$ cat config.mk
export PLATFORM = sky130hd
export DESIGN_NAME = bitmap_decomp_ctrl
export DESIGN_NICKNAME = d
export VERILOG_FILES = /design/src/rtl/bitmap_decomp_pkg.sv /design/src/rtl/bitmap_decomp_ctrl_offset.sv /design/src/rtl/bitmap_decomp_ctrl.sv
export SDC_FILE = /design/constraint.sdc
export NUM_CORES = 1
export LEC_CHECK = 0
export BUFFER_PORTS_ARGS = -buffer_cell sky130_fd_sc_hd__buf_2
export CAP_MARGIN = 25
export CORE_ASPECT_RATIO = 1.25
export CORE_MARGIN = 5
export CORE_UTILIZATION = 36
export DETAILED_ROUTE_END_ITERATION = 10
export HOLD_SLACK_MARGIN = 0.08
export MAX_ROUTING_LAYER = met4
export SYNTH_ARGS = -nofsm -noshare
export SYNTH_HDL_FRONTEND = slang
export SYNTH_SLANG_ARGS = --single-unit
export TNS_END_PERCENT = 100
$ cat constraint.sdc
create_clock -name clk -period 10.9 [get_ports clk]
set_input_delay 2.725 -clock clk [delete_from_list [all_inputs] [get_ports clk]]
set_output_delay 2.725 -clock clk [all_outputs]
set_load 0.01 [all_outputs]
$ cat src/rtl/bitmap_decomp_pkg.sv
// Shared constants, state type and bitmap helpers for the
// bitmap-compressed payload sequencer.
package bitmap_decomp_pkg;

    localparam int NUM_ENTRIES = 8;
    localparam int CODE_W      = 2;
    localparam int LEN_W       = 6;
    localparam int TOT_W       = 9;
    localparam int IDX_W       = 3;
    localparam int BMP_W       = NUM_ENTRIES * CODE_W;

    localparam logic [LEN_W-1:0] SZ_ZERO = 6'd0;
    localparam logic [LEN_W-1:0] SZ_HALF = 6'd16;
    localparam logic [LEN_W-1:0] SZ_FULL = 6'd32;

    typedef enum logic [1:0] {
        IDLE  = 2'd0,
        ISSUE = 2'd1,
        DONE  = 2'd2
    } state_e;

    function automatic logic [LEN_W-1:0] code_len(input logic [CODE_W-1:0] c);
        logic [LEN_W-1:0] l;
        l = SZ_ZERO;
        if (c == 2'b10) l = SZ_HALF;
        if (c == 2'b11) l = SZ_FULL;
        return l;
    endfunction

    // Codes 00/01 both mean zero length, so the upper bit alone marks data.
    function automatic logic [NUM_ENTRIES-1:0] nz_mask(input logic [BMP_W-1:0] bm);
        logic [NUM_ENTRIES-1:0] m;
        for (int i = 0; i < NUM_ENTRIES; i++) m[i] = bm[2*i+1];
        return m;
    endfunction

    function automatic logic [IDX_W-1:0] first_at(input logic [NUM_ENTRIES-1:0] m,
                                                  input logic [IDX_W:0] from);
        logic [IDX_W-1:0] r;
        r = '1;
        for (int i = NUM_ENTRIES - 1; i >= 0; i--) begin
            if (m[i] && (i >= int'(from))) r = IDX_W'(i);
        end
        return r;
    endfunction

    function automatic logic [IDX_W-1:0] last_idx(input logic [NUM_ENTRIES-1:0] m);
        logic [IDX_W-1:0] r;
        r = '0;
        for (int i = 0; i < NUM_ENTRIES; i++) begin
            if (m[i]) r = IDX_W'(i);
        end
        return r;
    endfunction

endpackage

$ cat src/rtl/bitmap_decomp_ctrl_offset.sv
// Combinational decode of a latched bitmap into per-entry lengths,
// prefix-sum start offsets, block total and nonzero mask.
module bitmap_offset_calc
    import bitmap_decomp_pkg::*;
(
    input  logic [BMP_W-1:0]                    bitmap,
    output logic [NUM_ENTRIES-1:0][LEN_W-1:0]   len,
    output logic [NUM_ENTRIES-1:0][TOT_W-1:0]   start,
    output logic [TOT_W-1:0]                    total,
    output logic [NUM_ENTRIES-1:0]              nz
);

    logic [TOT_W-1:0] acc;

    always_comb begin
        acc   = '0;
        len   = '0;
        start = '0;
        nz    = '0;
        for (int i = 0; i < NUM_ENTRIES; i++) begin
            len[i]   = code_len(bitmap[2*i +: CODE_W]);
            start[i] = acc;
            nz[i]    = (len[i] != SZ_ZERO);
            acc      = acc + TOT_W'(len[i]);
        end
        total = acc;
    end

endmodule

$ cat src/rtl/bitmap_decomp_ctrl.sv
// Per-block sequencer: accepts one bitmap header, issues one extract
// command per entry, then pulses blk_done with the block length.
module bitmap_decomp_ctrl
    import bitmap_decomp_pkg::*;
#(
    parameter int ADDR_W    = 16,
    parameter bit SKIP_ZERO = 1'b0
) (
    input  logic              clk,
    input  logic              rst_n,
    input  logic              hdr_valid,
    output logic              hdr_ready,
    input  logic [BMP_W-1:0]  hdr_bitmap,
    input  logic [ADDR_W-1:0] hdr_base,
    output logic              cmd_valid,
    input  logic              cmd_ready,
    output logic [IDX_W-1:0]  cmd_idx,
    output logic [ADDR_W-1:0] cmd_addr,
    output logic [LEN_W-1:0]  cmd_len,
    output logic              cmd_zero,
    output logic              cmd_last,
    output logic              blk_done,
    output logic [TOT_W-1:0]  blk_len
);

    state_e              state_q, state_d;
    logic [IDX_W-1:0]    idx_q, idx_d;
    logic [BMP_W-1:0]    bm_q, bm_d;
    logic [ADDR_W-1:0]   base_q, base_d;
    logic                hdr_ready_q, hdr_ready_d;
    logic [TOT_W-1:0]    blk_len_q, blk_len_d;

    logic [NUM_ENTRIES-1:0][LEN_W-1:0] ent_len;
    logic [NUM_ENTRIES-1:0][TOT_W-1:0] ent_start;
    logic [TOT_W-1:0]                  ent_total;
    logic [NUM_ENTRIES-1:0]            ent_nz;

    logic [NUM_ENTRIES-1:0] in_nz;
    logic                   hdr_fire;
    logic                   issuing;
    logic                   cur_last;
    logic [LEN_W-1:0]       cur_len;
    logic [ADDR_W-1:0]      cur_addr;

    bitmap_offset_calc u_offs (
        .bitmap (bm_q),
        .len    (ent_len),
        .start  (ent_start),
        .total  (ent_total),
        .nz     (ent_nz)
    );

    always_comb begin
        in_nz    = nz_mask(hdr_bitmap);
        hdr_fire = hdr_valid & hdr_ready_q & (state_q == IDLE);
        issuing  = (state_q == ISSUE);
        cur_len  = ent_len[idx_q];
        cur_addr = base_q + ADDR_W'(ent_start[idx_q]);
        if (SKIP_ZERO) cur_last = (idx_q == last_idx(ent_nz));
        else           cur_last = (idx_q == IDX_W'(NUM_ENTRIES - 1));
    end

    always_comb begin
        state_d   = state_q;
        idx_d     = idx_q;
        bm_d      = bm_q;
        base_d    = base_q;
        blk_len_d = blk_len_q;
        unique case (state_q)
            IDLE: begin
                if (hdr_fire) begin
                    bm_d   = hdr_bitmap;
                    base_d = hdr_base;
                    if (SKIP_ZERO && (in_nz == '0)) begin
                        state_d   = DONE;
                        blk_len_d = '0;
                    end else begin
                        state_d = ISSUE;
                        idx_d   = SKIP_ZERO ? first_at(in_nz, '0) : '0;
                    end
                end
            end
            ISSUE: begin
                if (cmd_ready) begin
                    if (cur_last) begin
                        state_d   = DONE;
                        blk_len_d = ent_total;
                    end else if (SKIP_ZERO) begin
                        idx_d = first_at(ent_nz, {1'b0, idx_q} + 1'b1);
                    end else begin
                        idx_d = idx_q + 1'b1;
                    end
                end
            end
            DONE:    state_d = IDLE;
            default: state_d = IDLE;
        endcase
        hdr_ready_d = (state_d == IDLE);
    end

    always_ff @(posedge clk or negedge rst_n) begin
        if (!rst_n) begin
            state_q     <= IDLE;
            idx_q       <= '0;
            bm_q        <= '0;
            base_q      <= '0;
            hdr_ready_q <= 1'b0;
            blk_len_q   <= '0;
        end else begin
            state_q     <= state_d;
            idx_q       <= idx_d;
            bm_q        <= bm_d;
            base_q      <= base_d;
            hdr_ready_q <= hdr_ready_d;
            blk_len_q   <= blk_len_d;
        end
    end

    // Command fields are forced to zero outside ISSUE so idle outputs stay clean.
    always_comb begin
        hdr_ready = hdr_ready_q;
        cmd_valid = issuing;
        cmd_idx   = issuing ? idx_q : '0;
        cmd_addr  = issuing ? cur_addr : '0;
        cmd_len   = issuing ? cur_len : '0;
        cmd_zero  = issuing & (cur_len == SZ_ZERO);
        cmd_last  = issuing & cur_last;
        blk_done  = (state_q == DONE);
        blk_len   = blk_len_q;
    end

endmodule

* Yosys cells after proc, flatten, opt, wreduce, memory -nomap -nowiden
Index checks and enable logic that the tools add are counted.
** Word-level totals
- Flip-flop bits (word level) :: 47
- Latch bits :: 0
- Word-level logic and storage cells :: 80
- Output and inout bits :: 39
- Bits in read-only memories :: 0
- Memories kept :: 0
- Memory bits (writable) :: 0
- Input bits :: 36
** Cells by class
- Div/mod/pow operators :: 0
- Shifts and indexed selects :: 0
- $mul :: 0
- Reductions and logical operators :: 7
- Bitwise logic cells :: 4
- Muxes and demuxes :: 31
- Magnitude comparators :: 1
- Eq/ne operators :: 22
- Add/subtract/negate cells :: 9
** Operator list (count)
- $mux 6 :: 10
- $add 9x6->9 :: 6
- $mux 5 :: 8
- $eq 2x2->1 const B :: 17
- $bmux 9 s3 :: 1
- $bmux 6 s3 :: 1
- $add 16x9->16 :: 1
- $mux 16 :: 1
- $mux 3 :: 4
- $mux 9 :: 1
- $add 6x6->7 :: 1
- $logic_not 6->1 :: 1
- $mux 2 :: 3
- $ne 2x2->1 const B :: 3
- $pmux 3 s2 :: 1
- $and 1x1->1 :: 4
- $logic_not 2->1 :: 2
- $lt 3x4->1 const B :: 1
- $pmux 2 s2 :: 1
- $reduce_and 4->1 :: 1
- $add 3x1->3 const B :: 1
- $eq 3x3->1 const B :: 1
- $reduce_and 3->1 :: 1
- $eq 2x1->1 const B :: 1
- 2 further kinds :: 2

* Logic depth before layout (Yosys ltp)
Gate-level depths: netlist of the first run.
- Depth after elaboration :: 13
- Depth in mapped cells :: 24
- Mapped depth without buffers :: 24

* Cells and area by module
A second synthesis of the first run with hierarchy kept.
** Unflattened totals
- Cell total of the unflattened synthesis :: 468
- Area, all modules :: 4839.6 sq um
** By module, submodules not included
- bitmap_decomp_ctrl :: area an instance 3370.7 sq um, instances 1, cells an instance 273, seq. area each 1176.1 sq um
- bitmap_offset_calc :: area an instance 1468.9 sq um, instances 1, cells an instance 195, seq. area each 0.0 sq um

* Worst setup path after synthesis of the first run
Ideal clock, no wire load.
- Kind :: flip-flop to output port
- Start point :: reg bm_q[1]
- End point :: out cmd_addr[12]
- Cell stages (with the launch flop) :: 22
- Data arrival time :: 6150 ps
- Path slack :: 2025 ps
- Data required time :: 8175 ps
- Buffers on the path :: 0
- Path through :: dfrtp_1 nor2b_1 ha_1 fa_1 inv_1 fa_1 fa_1 fa_1 inv_1 fa_1 inv_1 fa_1 mux4_2 a21oi_1 inv_1 fa_1 nor2b_1 a221o_1 a21o_1 nand2_1 or3_1 a21oi_1
** Between the ends
- Cells in the longest elaborated chain, start to end :: 13
- Elaborated cells between the ends (all ways) :: 14
- Classes of those cells :: add/sub (7); eq/ne (2); mux (5)
** RTL lines
- from (decl) :: line bitmap_decomp_ctrl.sv:28 : logic [BMP_W-1:0] bm_q, bm_d;
- from (signal assigned) :: line bitmap_decomp_ctrl.sv:112 : bm_q <= bm_d;
- $eq 2x2->1 :: line bitmap_decomp_pkg.sv:25 : if (c == 2'b10) l = SZ_HALF;
- $mux 5 :: line bitmap_decomp_pkg.sv:25
- $mux 6 (*) :: line bitmap_decomp_pkg.sv:26 : if (c == 2'b11) l = SZ_FULL;
- $add 6x6->7 :: line bitmap_decomp_ctrl_offset.sv:24 : acc = acc + TOT_W'(len[i]);
- $add 9x6->9 (5 in a row) :: line bitmap_decomp_ctrl_offset.sv:24
- $bmux 9 s3 (*) :: line bitmap_decomp_ctrl.sv:58 : cur_addr = base_q + ADDR_W'(ent_start[idx_q]);
- $mux 9 (not written as such) (*) :: line bitmap_decomp_ctrl.sv:58
- $add 16x9->16 (*) :: line bitmap_decomp_ctrl.sv:58
- $mux 16 (*) :: line bitmap_decomp_ctrl.sv:124 : cmd_addr = issuing ? cur_addr : '0;
- to (decl) :: line bitmap_decomp_ctrl.sv:18 : output logic [ADDR_W-1:0] cmd_addr,
Every way passes the cells marked *; elsewhere a longest branch is shown, timed or not. The select of a mux whose other input is x is not followed.

* Final worst setup path of the first run
- Start point :: reg bm_q[1]
- End point :: out cmd_addr[14]
Same word-level chain as after synthesis.

==> results of run 1 <==
through the flow:
| step | cell area (um2) | hold WS, ns | std cells |
|---|---|---|---|
| global route | 4065 | 0.5063 | 548 |
| finish | 4065 | 0.4717 | 548 |
| detailed placement | 3856 | 0.4635 | 539 |
| CTS | 4045 | 0.4781 | 547 |
| global placement | 3856 | 0.4559 | 539 |
| floorplan | 3470 | 0.4721 | 368 |
routing by layer:
layer | GRT usage [%] | up-vias | part of all wire, %
met3 | 2.402 | 19 | 4.6
met1 | 17.14 | 1294 | 41
met2 | 25.56 | 77 | 51
met5 | - | - | 0
li1 | - | 1342 | -
met4 | 6.407 | 0 | 2.8
flip-flops by register name, indices dropped and copies added (netlist names):
signal / count
idx_q: 3
base_q: 16
bm_q: 16
blk_len: 5
hdr_ready: 1
state_q: 2
cells in the final DEF (no fill, tap or decap), types with 3 or more instances in the layout:
master	n
nand2b_1	6
nor2b_1	11
nand3_1	7
xor2_1	8
and2_1	10
o21ai_1	3
mux2_2	31
xnor2_1	11
nand2_1	37
clkbuf_16	5
dfrtp_1	43
buf_2	66
nor3b_1	3
conb_1	8
fa_1	8
nor3_1	6
a21o_1	8
a211oi_1	3
ha_1	21
o21ai_0	12
mux2i_1	3
o211ai_1	4
mux4_2	5
nor2_1	22
inv_1	28
a21oi_1	16
path summary, 6_finish.rpt:
| check | from | to | cells after the start |
|---|---|---|---|
| max | bm_q[1]$_DFFE_PN0P_ | cmd_addr[14] | 25 |
| min | blk_len[5]$_DFFE_PN0P_ | blk_len[5]$_DFFE_PN0P_ | 2 |
| max reg2reg | bm_q[1]$_DFFE_PN0P_ | blk_len[8]$_DFFE_PN0P_ | 19 |
| min reg2reg | blk_len[5]$_DFFE_PN0P_ | blk_len[5]$_DFFE_PN0P_ | 2 |
| max in group asynchronous | rst_n | blk_len[5]$_DFFE_PN0P_ | 2 |
| min in group asynchronous | rst_n | base_q[12]$_DFFE_PN0P_ | 1 |
synth_stat cells, drive strengths merged, types with 2 or more instances:
library cell and count:
dfrtp 43, a211oi 4, o21ai 15, ha 21
nand3 7, nor2 22, and2 10, a21o 8
xnor2 13, nand2 37, nor2b 11, and3 3
a21oi 16, buf 9, xor2 8, clkbuf 13
nor3 8, o31ai 2, inv 28, o211ai 4
nor3b 4, mux2 31, or3 2, mux4 5
o311a 2, mux2i 3, fa 8, nand2b 6
cell type report:
type / count / area, um2 / share of cell area (%)
multi-input cells: 274 / 2176 / 53.52
flip-flops and latches: 43 / 1076 / 26.47
repair buffers: 68 / 357.8 / 8.803
well taps: 126 / 157.7 / 3.878
clock buffers: 6 / 128.9 / 3.170
inverters: 29 / 108.9 / 2.678
clock inverters: 2 / 60.06 / 1.477
worst min-delay path, stage by stage (launching register included):
cell and delay (ns):
dfrtp_1 0.33, nand2_1 0.05, nand2_1 0.06
cells by family after synthesis:
kind of cell	Yosys count
compound gates	60
xor+xnor	23
fa+ha+maj	29
buf+inv	51
flops	43
mux	39
other cells	1
simple gates	115
==> impl_metrics.json, run 1 <==
{
  "maxSlewViolCount": 0,
  "dr.pass1.iters": 4,
  "grt_pass1_wl_mm": 13.97,
  "hold_violations": 0,
  "synth_simple_gate_area_share_pct": 17.15,
  "nNetsFinal": 486,
  "insertion_delay_ns": 0.29,
  "place.gp.congestion": 0.8971,
  "syn_area_um2": 3443,
  "num_vias": 2732,
  "end_kind": "output pin",
  "critPathKind": "flip-flop to output pin",
  "grt_max_degree": 44,
  "antenna_found_initial": 0,
  "critPathTopFamily": "adder cells",
  "critPathRequiredTime_ns": 8.18,
  "synth_area_leader_cell": "dfrtp_1",
  "synth_top_family_by_area": "simple AND/OR/NAND/NOR gates",
  "post_cts_resized": 0,
  "place_ws_ns": 1.586,
  "synth-xor-area-share_pct": 7.158,
  "dr.first_iter.drc_count": 165,
  "fin_util_pct": 42.75,
  "cts_hold_buf": 0,
  "cts_buffer_depth": 2,
  "status": "finished, final reports clean",
  "fin_skew_ns": 0.004632,
  "setup_viol": 0,
  "layout_min_cycle_time_ns": 9.664,
  "worst_pin_slew_ns": 0.8744,
  "dp_hpwl_mm": 6.339,
  "die_area_um2": 11630,
  "rows": 40,
  "cts_tree": "done",
  "areaGrowthSynthToFinish_pct": 18.06,
  "synth_cells": 361,
  "port-buffer-count": 66,
  "synthMuxAreaShare_pct": 14.28,
  "drive_gt1_share_pct": 28.44,
  "grt_pass1_vias": 2981,
  "max_slew_margin_pct": 41.71,
  "worst_slack_ns": 1.236,
  "path_common_cell": "fa_1",
  "fmax_mhz": 103.5,
  "maxCapViolations": 0,
  "yosys_register_bits": 43,
  "drc": 0,
  "cts_setup_buffers": 0,
  "cp_max_fo": 7,
  "rrSetupSlack_ns": 5.25,
  "start_util_pct": 36.21,
  "diodes": 0,
  "synth_adder_area_share_pct": 12.28,
  "routed_wl_mm": 8.028,
  "path_buf_inv": 4,
  "max_stage_delay_ns": 0.58,
  "synthTopCellsByArea": "dfrtp_1 (31%), mux2_2 (10%), ha_1 (7.6%)",
  "die_w_um": 97.48,
  "synth_edf_count": 0,
  "ios": 75,
  "yosysTopAreaCellShare_pct": 31.25,
  "clkTransAtPathRegs_ns": 0.06,
  "wire_per_inst_um": 14.65,
  "core_um2": 9509,
  "avgSynthCellArea_um2": 9.538,
  "ys_types": 53,
  "grt.overflow.total": 0,
  "finalSetupTns_ns": 0,
  "cpMaxStageDelayCell": "fa_1",
  "hp-class": "flip-flop to flip-flop",
  "cts.sinks": 43,
  "rsz0062_at_grt": "false",
  "ant_nets": 0,
  "fillers": 947,
  "worstPathArrival_ns": 6.94,
  "htreeDepth": 2,
  "synth-async-reset-ratio_pct": 100.0,
  "worstSetupStartpointType": "flip-flop",
  "synth_compound_area_share_pct": 11.30,
  "synth_ff_type": "dfrtp_1",
  "cts_made_buffers": 5,
  "ys_warn_count": 0,
  "vias_per_cell": 4.985,
  "yosysSeqAreaShare_pct": 31.25,
  "track_usage_pct": 14.88,
  "final.period_utilization_pct": 88.66,
  "dieHeight_um": 119.3,
  "cts-root-buf": "clkbuf_16"
}
Power of run 1 is left out: the tool's default activity adds up to more than one toggle a clock period on the data nets, which glitch-free logic cannot reach.
==> run 2, diff against run 1 <==
CORE_UTILIZATION = 45   (was 36)
PLACE_DENSITY = 0.68   (was unset)
SLEW_MARGIN = 20   (was unset)
==> run 2 against run 1 <==
- clock-buffer cell count is 1 lower
- cell count decreased by 6.6%
- core utilization is 10 points higher
- die area shrank 18%
- largest cell class unchanged
- critical path depth unchanged
- global-route usage is 2.9 points higher
==> impl_metrics.json, run 2 (synthesis results as in run 1) <==
{
  "status": "finished, final reports clean",
  "diodes": 0,
  "cts-root-buf": "clkbuf_8",
  "start_util_pct": 46.53,
  "routed_wl_mm": 7.889,
  "critPathRequiredTime_ns": 8.18,
  "hp-class": "flip-flop to flip-flop",
  "fmax_mhz": 103.5,
  "dr.pass1.iters": 4,
  "cts_hold_buf": 0,
  "insertion_delay_ns": 0.30,
  "rsz0062_at_grt": "false",
  "htreeDepth": 2,
  "num_vias": 2728,
  "core_um2": 7401,
  "antenna_found_initial": 0,
  "final_common_cell": "buf_2",
  "dp_hpwl_mm": 6.264,
  "hold_violations": 0,
  "setup_viol": 0,
  "ant_nets": 0,
  "path_common_cell": "fa_1",
  "end_kind": "output pin",
  "dr.first_iter.drc_count": 199,
  "die_w_um": 88.24,
  "grt_pass1_wl_mm": 13.13,
  "worst_slack_ns": 1.240,
  "layout_common_cells": "buf_2 (65), dfrtp_1 (43), nand2_1 (37), mux2_2 (31), inv_1 (28)",
  "ios": 75,
  "rrSetupSlack_ns": 5.23,
  "areaGrowthSynthToFinish_pct": 13.92,
  "cpMaxStageDelayCell": "fa_1",
  "cp.depth": 25,
  "cts_buffer_depth": 2,
  "path_buf_inv": 4,
  "die_area_um2": 9512,
  "critPathKind": "flip-flop to output pin",
  "post_cts_resized": 0,
  "grt_pass1_vias": 2807,
  "grt_max_degree": 44,
  "place.gp.congestion": 0.8689,
  "cp_max_fo": 7,
  "rows": 35,
  "layout_min_cycle_time_ns": 9.660,
  "cts.sinks": 43,
  "drc": 0,
  "fin_skew_ns": 0.006093,
  "place_ws_ns": 1.591,
  "cts_setup_buffers": 0,
  "wire_per_inst_um": 15.41,
  "clkTransAtPathRegs_ns": 0.08,
  "cts_tree": "done",
  "reg2regPathDepth": 19,
  "maxSlewViolCount": 0,
  "hold_depth": 2,
  "max_slew_margin_pct": 43.50,
  "max_stage_delay_ns": 0.57,
  "track_usage_pct": 17.78,
  "worst_pin_slew_ns": 0.8476,
  "maxCapViolations": 0,
  "final.period_utilization_pct": 88.63,
  "dieHeight_um": 107.8,
  "critPathTopFamily": "adder cells",
  "finalSetupTns_ns": 0,
  "port-buffer-count": 66,
  "worstPathArrival_ns": 6.94,
  "vias_per_cell": 5.328,
  "grt.overflow.total": 0,
  "nNetsFinal": 485,
  "worstSetupStartpointType": "flip-flop",
  "cts_made_buffers": 5,
  "drive_gt1_share_pct": 28.33
}
run 2: layout make-up:
cell class                      count  area [um2]
Multi-Input combinational cell    274        2176
Clock inverter                      2       37.54
Clock buffer                        5       68.82
Sequential cell                    43        1076
Fill cell                         708        3478
Tap cell                           92       115.1
Inverter                           29       108.9
Timing Repair Buffer               67       340.3
run 2: per-layer routing:
layer	up-vias	share of wire (%)	GRT usage, %
met3	8	3.9	2.144
met1	1317	44	22.38
met5	-	0	-
li1	1338	-	-
met4	0	1.8	4.860
met2	65	51	30.00
run 2: final timing paths:
kind	start	endpoint
worst max-delay path	bm_q[1]$_DFFE_PN0P_	cmd_addr[14]
worst min-delay path	blk_len[5]$_DFFE_PN0P_	blk_len[5]$_DFFE_PN0P_
worst max register to register	bm_q[1]$_DFFE_PN0P_	blk_len[8]$_DFFE_PN0P_
worst min register to register	blk_len[5]$_DFFE_PN0P_	blk_len[5]$_DFFE_PN0P_
max in group asynchronous	rst_n	base_q[11]$_DFFE_PN0P_
min in group asynchronous	rst_n	base_q[3]$_DFFE_PN0P_
run 2: tightest hold or removal path, stage by stage, from the launching register on:
cell,delay [ns]
dfrtp_1,0.34
nand2_1,0.05
nand2_1,0.06
run 2: per-stage QoR:
step           hold WS, ns  area [um2]  instances  util, %
2_1_floorplan       0.4721        3470        368        -
3_3_place_gp        0.4568        3814        505    51.53
3_5_place_dp        0.4650        3814        505    51.53
4_1_cts             0.4847        3920        512    52.97
5_1_grt             0.5202        3923        512    53.00
6_report            0.4756        3923        512    53.00
Power of run 2 is left out for the same reason.
